===== config.mk =====
export PLATFORM = sky130hd
export DESIGN_NAME = sdram_arbiter_flat
export DESIGN_NICKNAME = d
export VERILOG_FILES = /design/src/rtl/sdram_arbiter_if.sv /design/src/rtl/sdram_arbiter.sv /design/src/flat_wrapper.sv
export SDC_FILE = /design/constraint.sdc
export NUM_CORES = 1
export LEC_CHECK = 0
export BUFFER_PORTS_ARGS = -buffer_cell sky130_fd_sc_hd__buf_2
export CORE_AREA = 2 2 140 142
export DETAILED_ROUTE_END_ITERATION = 7
export DIE_AREA = 0 0 142 144
export HOLD_SLACK_MARGIN = 0.03
export PLACE_DENSITY = 0.61
export SLEW_MARGIN = 30
export SYNTH_ARGS = -nofsm -noshare
export SYNTH_HDL_FRONTEND = slang
export SYNTH_SLANG_ARGS = --single-unit

===== constraint.sdc =====
create_clock -name clk -period 1.65 [get_ports clk]
set_input_delay 0.0825 -clock clk [delete_from_list [all_inputs] [get_ports clk]]
set_output_delay 0.0825 -clock clk [all_outputs]
set_load 0.05 [all_outputs]

===== src/rtl/sdram_arbiter_if.sv =====
// Requester and SDRAM controller buses around the SDRAM arbiter.
// master is the arbiter's view; slave is the surrounding system's view.
interface sdram_arbiter_if #(
   parameter int NUM_PORTS  = 4,
   parameter int ADDR_WIDTH = 23,
   parameter int DATA_WIDTH = 32
);
   logic [NUM_PORTS*ADDR_WIDTH-1:0] port_addr;
   logic [NUM_PORTS*DATA_WIDTH-1:0] port_data;
   logic [NUM_PORTS-1:0]            port_we;
   logic [NUM_PORTS-1:0]            port_req;
   logic [NUM_PORTS-1:0]            port_ack;
   logic [NUM_PORTS-1:0]            port_valid;
   logic [DATA_WIDTH-1:0]           port_q;
   logic [ADDR_WIDTH-1:0]           sdram_addr;
   logic [DATA_WIDTH-1:0]           sdram_data;
   logic                            sdram_we;
   logic                            sdram_req;
   logic                            sdram_ack;
   logic                            sdram_valid;
   logic [DATA_WIDTH-1:0]           sdram_q;

   modport master (
      input  port_addr, port_data, port_we, port_req,
      input  sdram_ack, sdram_valid, sdram_q,
      output port_ack, port_valid, port_q,
      output sdram_addr, sdram_data, sdram_we, sdram_req
   );

   modport slave (
      output port_addr, port_data, port_we, port_req,
      output sdram_ack, sdram_valid, sdram_q,
      input  port_ack, port_valid, port_q,
      input  sdram_addr, sdram_data, sdram_we, sdram_req
   );
endinterface


===== src/rtl/sdram_arbiter.sv =====
// One-outstanding-transaction arbiter in front of the SDRAM controller.
// Define SDRAM_ARB_ROUND_ROBIN_EN to rotate ports 1..N-1 (port 0 stays on top).
module sdram_arbiter #(
   parameter int NUM_PORTS  = 4,
   parameter int ADDR_WIDTH = 23,
   parameter int DATA_WIDTH = 32
) (
   input  logic                         clk,
   input  logic                         reset,
   sdram_arbiter_if.master              bus,
   output logic                         busy,
   output logic [$clog2(NUM_PORTS)-1:0] grant
);
   localparam int GW = $clog2(NUM_PORTS);

   typedef enum logic [1:0] {IDLE, WAIT_ACK, WAIT_VALID} state_t;

   state_t                state, nxt;
   logic [GW-1:0]         win, grant_q;
   logic                  any;
   logic [ADDR_WIDTH-1:0] sel_addr, addr_q;
   logic [DATA_WIDTH-1:0] sel_data, data_q;
   logic                  sel_we, we_q, req_q;
   logic [NUM_PORTS-1:0]  gnt_vec;
`ifdef SDRAM_ARB_ROUND_ROBIN_EN
   logic [GW-1:0]         rr_ptr;
   logic                  found;
`endif

   always_comb begin
      win = '0;
      any = |bus.port_req;
`ifdef SDRAM_ARB_ROUND_ROBIN_EN
      found = 1'b0;
      // first pass: ports after the last grant; second pass wraps to 1
      for (int j = 1; j < NUM_PORTS; j++) begin
         if (!found && bus.port_req[j] && GW'(j) > rr_ptr) begin
            win   = GW'(j);
            found = 1'b1;
         end
      end
      for (int j = 1; j < NUM_PORTS; j++) begin
         if (!found && bus.port_req[j]) begin
            win   = GW'(j);
            found = 1'b1;
         end
      end
      if (bus.port_req[0]) win = '0;
`else
      for (int j = NUM_PORTS - 1; j >= 0; j--) begin
         if (bus.port_req[j]) win = GW'(j);
      end
`endif
   end

   always_comb begin
      sel_addr = '0;
      sel_data = '0;
      sel_we   = 1'b0;
      for (int j = 0; j < NUM_PORTS; j++) begin
         if (win == GW'(j)) begin
            sel_addr = bus.port_addr[j*ADDR_WIDTH +: ADDR_WIDTH];
            sel_data = bus.port_data[j*DATA_WIDTH +: DATA_WIDTH];
            sel_we   = bus.port_we[j];
         end
      end
   end

   always_comb begin
      nxt = state;
      unique case (state)
         IDLE:       if (any) nxt = WAIT_ACK;
         WAIT_ACK:   if (bus.sdram_ack) nxt = we_q ? IDLE : WAIT_VALID;
         WAIT_VALID: if (bus.sdram_valid) nxt = IDLE;
         default:    nxt = IDLE;
      endcase
   end

   always_ff @(posedge clk) begin
      if (reset) begin
         state   <= IDLE;
         req_q   <= 1'b0;
         addr_q  <= '0;
         data_q  <= '0;
         we_q    <= 1'b0;
         grant_q <= '0;
`ifdef SDRAM_ARB_ROUND_ROBIN_EN
         rr_ptr  <= GW'(NUM_PORTS - 1);
`endif
      end else begin
         state <= nxt;
         if (state == IDLE && any) begin
            addr_q  <= sel_addr;
            data_q  <= sel_data;
            we_q    <= sel_we;
            grant_q <= win;
            req_q   <= 1'b1;
`ifdef SDRAM_ARB_ROUND_ROBIN_EN
            if (win != '0) rr_ptr <= win;
`endif
         end else if (state == WAIT_ACK && bus.sdram_ack) begin
            req_q <= 1'b0;
         end
      end
   end

   assign gnt_vec        = NUM_PORTS'(1) << grant_q;
   assign bus.port_ack   = (state == WAIT_ACK && bus.sdram_ack) ? gnt_vec : '0;
   assign bus.port_valid = (state == WAIT_VALID && bus.sdram_valid) ? gnt_vec : '0;
   assign bus.port_q     = bus.sdram_q;
   assign bus.sdram_addr = addr_q;
   assign bus.sdram_data = data_q;
   assign bus.sdram_we   = we_q;
   assign bus.sdram_req  = req_q;
   assign busy           = (state != IDLE);
   assign grant          = grant_q;
endmodule


===== src/flat_wrapper.sv =====
// flat-port wrapper written by rule: the top's interface ports become plain ports
module sdram_arbiter_flat 
#(
   parameter int NUM_PORTS  = 4,
   parameter int ADDR_WIDTH = 23,
   parameter int DATA_WIDTH = 32
)
  (clk, reset, busy, grant, bus_port_addr, bus_port_data, bus_port_we, bus_port_req, bus_sdram_ack, bus_sdram_valid, bus_sdram_q, bus_port_ack, bus_port_valid, bus_port_q, bus_sdram_addr, bus_sdram_data, bus_sdram_we, bus_sdram_req);
  sdram_arbiter_if #(.NUM_PORTS(NUM_PORTS), .ADDR_WIDTH(ADDR_WIDTH), .DATA_WIDTH(DATA_WIDTH)) bus_i ();
  input  logic clk;
  input  logic reset;
  output logic busy;
  output logic [$clog2(NUM_PORTS)-1:0] grant;
  input wire logic [$bits(bus_i.port_addr)-1:0] bus_port_addr;
  input wire logic [$bits(bus_i.port_data)-1:0] bus_port_data;
  input wire logic [$bits(bus_i.port_we)-1:0] bus_port_we;
  input wire logic [$bits(bus_i.port_req)-1:0] bus_port_req;
  input wire logic [$bits(bus_i.sdram_ack)-1:0] bus_sdram_ack;
  input wire logic [$bits(bus_i.sdram_valid)-1:0] bus_sdram_valid;
  input wire logic [$bits(bus_i.sdram_q)-1:0] bus_sdram_q;
  output wire logic [$bits(bus_i.port_ack)-1:0] bus_port_ack;
  output wire logic [$bits(bus_i.port_valid)-1:0] bus_port_valid;
  output wire logic [$bits(bus_i.port_q)-1:0] bus_port_q;
  output wire logic [$bits(bus_i.sdram_addr)-1:0] bus_sdram_addr;
  output wire logic [$bits(bus_i.sdram_data)-1:0] bus_sdram_data;
  output wire logic [$bits(bus_i.sdram_we)-1:0] bus_sdram_we;
  output wire logic [$bits(bus_i.sdram_req)-1:0] bus_sdram_req;
  assign bus_i.port_addr = bus_port_addr;
  assign bus_i.port_data = bus_port_data;
  assign bus_i.port_we = bus_port_we;
  assign bus_i.port_req = bus_port_req;
  assign bus_i.sdram_ack = bus_sdram_ack;
  assign bus_i.sdram_valid = bus_sdram_valid;
  assign bus_i.sdram_q = bus_sdram_q;
  assign bus_port_ack = bus_i.port_ack;
  assign bus_port_valid = bus_i.port_valid;
  assign bus_port_q = bus_i.port_q;
  assign bus_sdram_addr = bus_i.sdram_addr;
  assign bus_sdram_data = bus_i.sdram_data;
  assign bus_sdram_we = bus_i.sdram_we;
  assign bus_sdram_req = bus_i.sdram_req;
  sdram_arbiter #(.NUM_PORTS(NUM_PORTS), .ADDR_WIDTH(ADDR_WIDTH), .DATA_WIDTH(DATA_WIDTH)) u_core (.clk(clk), .reset(reset), .bus(bus_i), .busy(busy), .grant(grant));
endmodule

==> flow_summary.yaml <==
synth:
  syn_area_sq_um: 3790
  yosysSeqAreaShare_pct: 32.2
  synthCells: 462
  yosys_warnings: 0
  synth-seq-cells: 61
  syn_nets: 726
  synth_cell_type_count: 25
  avgSynthCellArea_sq_um: 8.21
floorplan:
  die_w_um: 142
  die_y_um: 144
  initial_core_util_pct: 19.9
  core_area_sq_um: 19100
  die-area_sq_um: 20400
  io_pins: 364
  rows: 51
clock_network:
  cts_tree: "built"
  cts_buffers: 9
  path_clk_slew_ns: 0.06
  clock_path_buffers: 2
  clk_latency_ns: 0.33
  ctsRootBufferMaster: "clkbuf_16"
  cts_setup_buffers: 0
  ctsHtreeMaxLevel: 3
  clkSinkCount: 61
worst_setup_path:
  cp_cell_sequence: "nand3b_1, nor3b_2, buf_2"
  r2r_start: "u_core.state[1]"
  crit_arrival_ns: 1.48
  critPathKind: "reg2out"
  r2r_slack_ns: 0.23
  cp_max_fo: 7
  crit_buf_inv: 1
  cpPeakStageDelay_ns: 0.46
  crit_required_ns: 1.57
  cp-end-kind: "primary output"
  start_kind: "flip-flop"
  r2r_cells: 4
  path_delay_family: "flip-flops"
  r2r-end: "u_core.bus.sdram_data[31]"
  slowest_stage: "dfxtp_1"
sta:
  setup_viol: 0
  slew_viol_final: 0
  min_period_over_period_pct: 94.6
  layout_min_cycle_time_ns: 1.56
  skew_ns: 0.00760
  timing.fmax_ghz: 0.641
  rsz0062_at_grt: "false"
  hold_viol: 0
  worstMarginPinSlew_ns: 0.396
  slew_headroom_pct: 73.6
placed_design:
  port_buffers: 299
  dp_hpwl_um: 11600
  placed_area_sq_um: 5290
  gp_congestion: 0.722
layout:
  nNetsFinal: 970
  area_growth_pct: 49.5
  drive_above_1_share_pct: 48.5
  diodes: 0
  fin_area_sq_um: 5670
power_and_ir_drop:
  leakage_nw: 2.68
  power_mw: 6.10
  power_density_nw_per_um2: 1080
  peakVddDrop_uv: 410
routing:
  first_pass_iters: 4
  avgViaCountPerCell: 4.73
  drt_first_iter_violations: 206
  drc_errors: 0
  ant_nets: 0
  wl_per_cell_um: 15.9
  vias: 4485
  routed_wl_um: 15100
hold_path:
  holdPathStages: 3
  min_from: "bus_port_data[52]"
  holdPathEnd: "u_core.bus.sdram_data[20]"
  hold_path_class: "in2reg"
global_route:
  antenna_found_initial: 1
  grt_pass1_wl_um: 21600
  gr-total-overflow: 0
  grt_start_max_net_pins: 61
  grt_pass1_vias: 4120
  grtUsageTotal_pct: 13.6
job:
  drv_cap: 0
run_status:
  outcome: "finished, final reports clean"
## flip-flops by register name, indices dropped and copies added (netlist names)
name,cells
u_core.bus.sdram_req,1
u_core.bus.sdram_we,1
u_core.grant,2
u_core.state,2
u_core.bus.sdram_addr,23
u_core.bus.sdram_data,32
## routing by layer
layer  wire length [um]  vias up  GRT usage (%)
met2               7520      192           23.7
met5                 13        -              0
met4                454        2           6.42
li1                   -     2214              -
met3               1150       31           4.24
met1               5960     2046           15.2
## cells by family (layout without fill, tap and decap cells)
family | count (synthesis) | after routing | share of synthesized area (%)
compound gates | 231 | 231 | 43.6
buf+inv | 85 | 334 | 14.1
flops | 61 | 61 | 32.2
simple gates | 85 | 85 | 10.1
## worst reg2reg max path: stages (launching register included)
cell,delay (ns)
dfxtp_1,0.37
nor3_2,0.31
buf_4,0.34
nor2_1,0.08
a211oi_1,0.23
## cells in the mapped netlist (all sizes together)
library cell	instances	area, sq um
nand3b	1	7.51
or2	3	18.8
a22oi	56	420
dfxtp	61	1220
or3	1	6.26
inv	2	7.51
buf	66	464
nor3b	2	15.0
nor2b	2	15.0
nor4	1	21.3
a211oi	57	428
nor3	5	25.0
nand2b	2	12.5
nand2	4	15.0
nor2	63	239
clkbuf	17	63.8
a21oi	60	300
o21ai	1	5.00
a2bb2oi	56	490
or3b	1	8.76
a221oi	1	8.76
## layout by cell type, fill, tap and decap left out, drive strengths merged
| cell | n |
|---|---|
| a211oi | 57 |
| a21oi | 60 |
| a221oi | 1 |
| a22oi | 56 |
| a2bb2oi | 56 |
| buf | 311 |
| bufinv | 2 |
| clkbuf | 16 |
| clkinv | 1 |
| dfxtp | 61 |
| dlygate4sd3 | 2 |
| inv | 2 |
| nand2 | 4 |
| nand2b | 2 |
| nand3b | 1 |
| nor2 | 63 |
| nor2b | 2 |
| nor3 | 5 |
| nor3b | 2 |
| nor4 | 1 |
| o21ai | 1 |
| or2 | 3 |
| or3 | 1 |
| or3b | 1 |
## report_power, final
part           switching, mW  internal (mW)
Sequential             0.105           1.67
Clock                  0.698           1.48
Combinational           1.39          0.749
## area by class of cell
class,count,area (sq um)
fill,2067,13400
timing repair buffer,316,1720
multi-input combinational,316,2080
clock buffer,13,280
inverter,2,7.51
tap,238,298
sequential,61,1220
clock inverter,3,65.1
## repair_timing
item | in CTS | in global routing
resized for setup | 3 | 5
pin swaps | 0 | 1
hold endpoints to repair | 2 | 0
hold buffers | 2 | 0
endpoints found under the setup margin | 3 | 4
## stage by stage
stage	worst slack, ns	util (%)	hold WS, ns	instances	setup TNS [ns]
after global placement	0.245	27.7	0.165	931	0
after floorplan	-0.0244	-	0.265	462	-0.0629
final	0.0895	29.7	0.0748	949	0
after CTS	0.0189	29.7	0.0492	949	0
after detailed placement	0.202	27.7	0.165	931	0
after global routing	0.0208	29.7	0.0621	949	0
## how the worst max path moves through the flow
| stage | end | startpoint | cells after the start |
|---|---|---|---|
| floorplan | bus_port_valid[2] | u_core.grant[1] | 2 |
| finish | bus_port_valid[1] | u_core.state[1] | 3 |
| CTS | bus_port_ack[1] | u_core.state[0] | 4 |
| global route | bus_port_valid[1] | u_core.state[1] | 3 |
| global placement | u_core.bus.sdram_data[29] | bus_port_req[0] | 6 |
| detailed placement | u_core.bus.sdram_data[14] | bus_port_req[0] | 6 |
(Power assumes the default switching activity.)
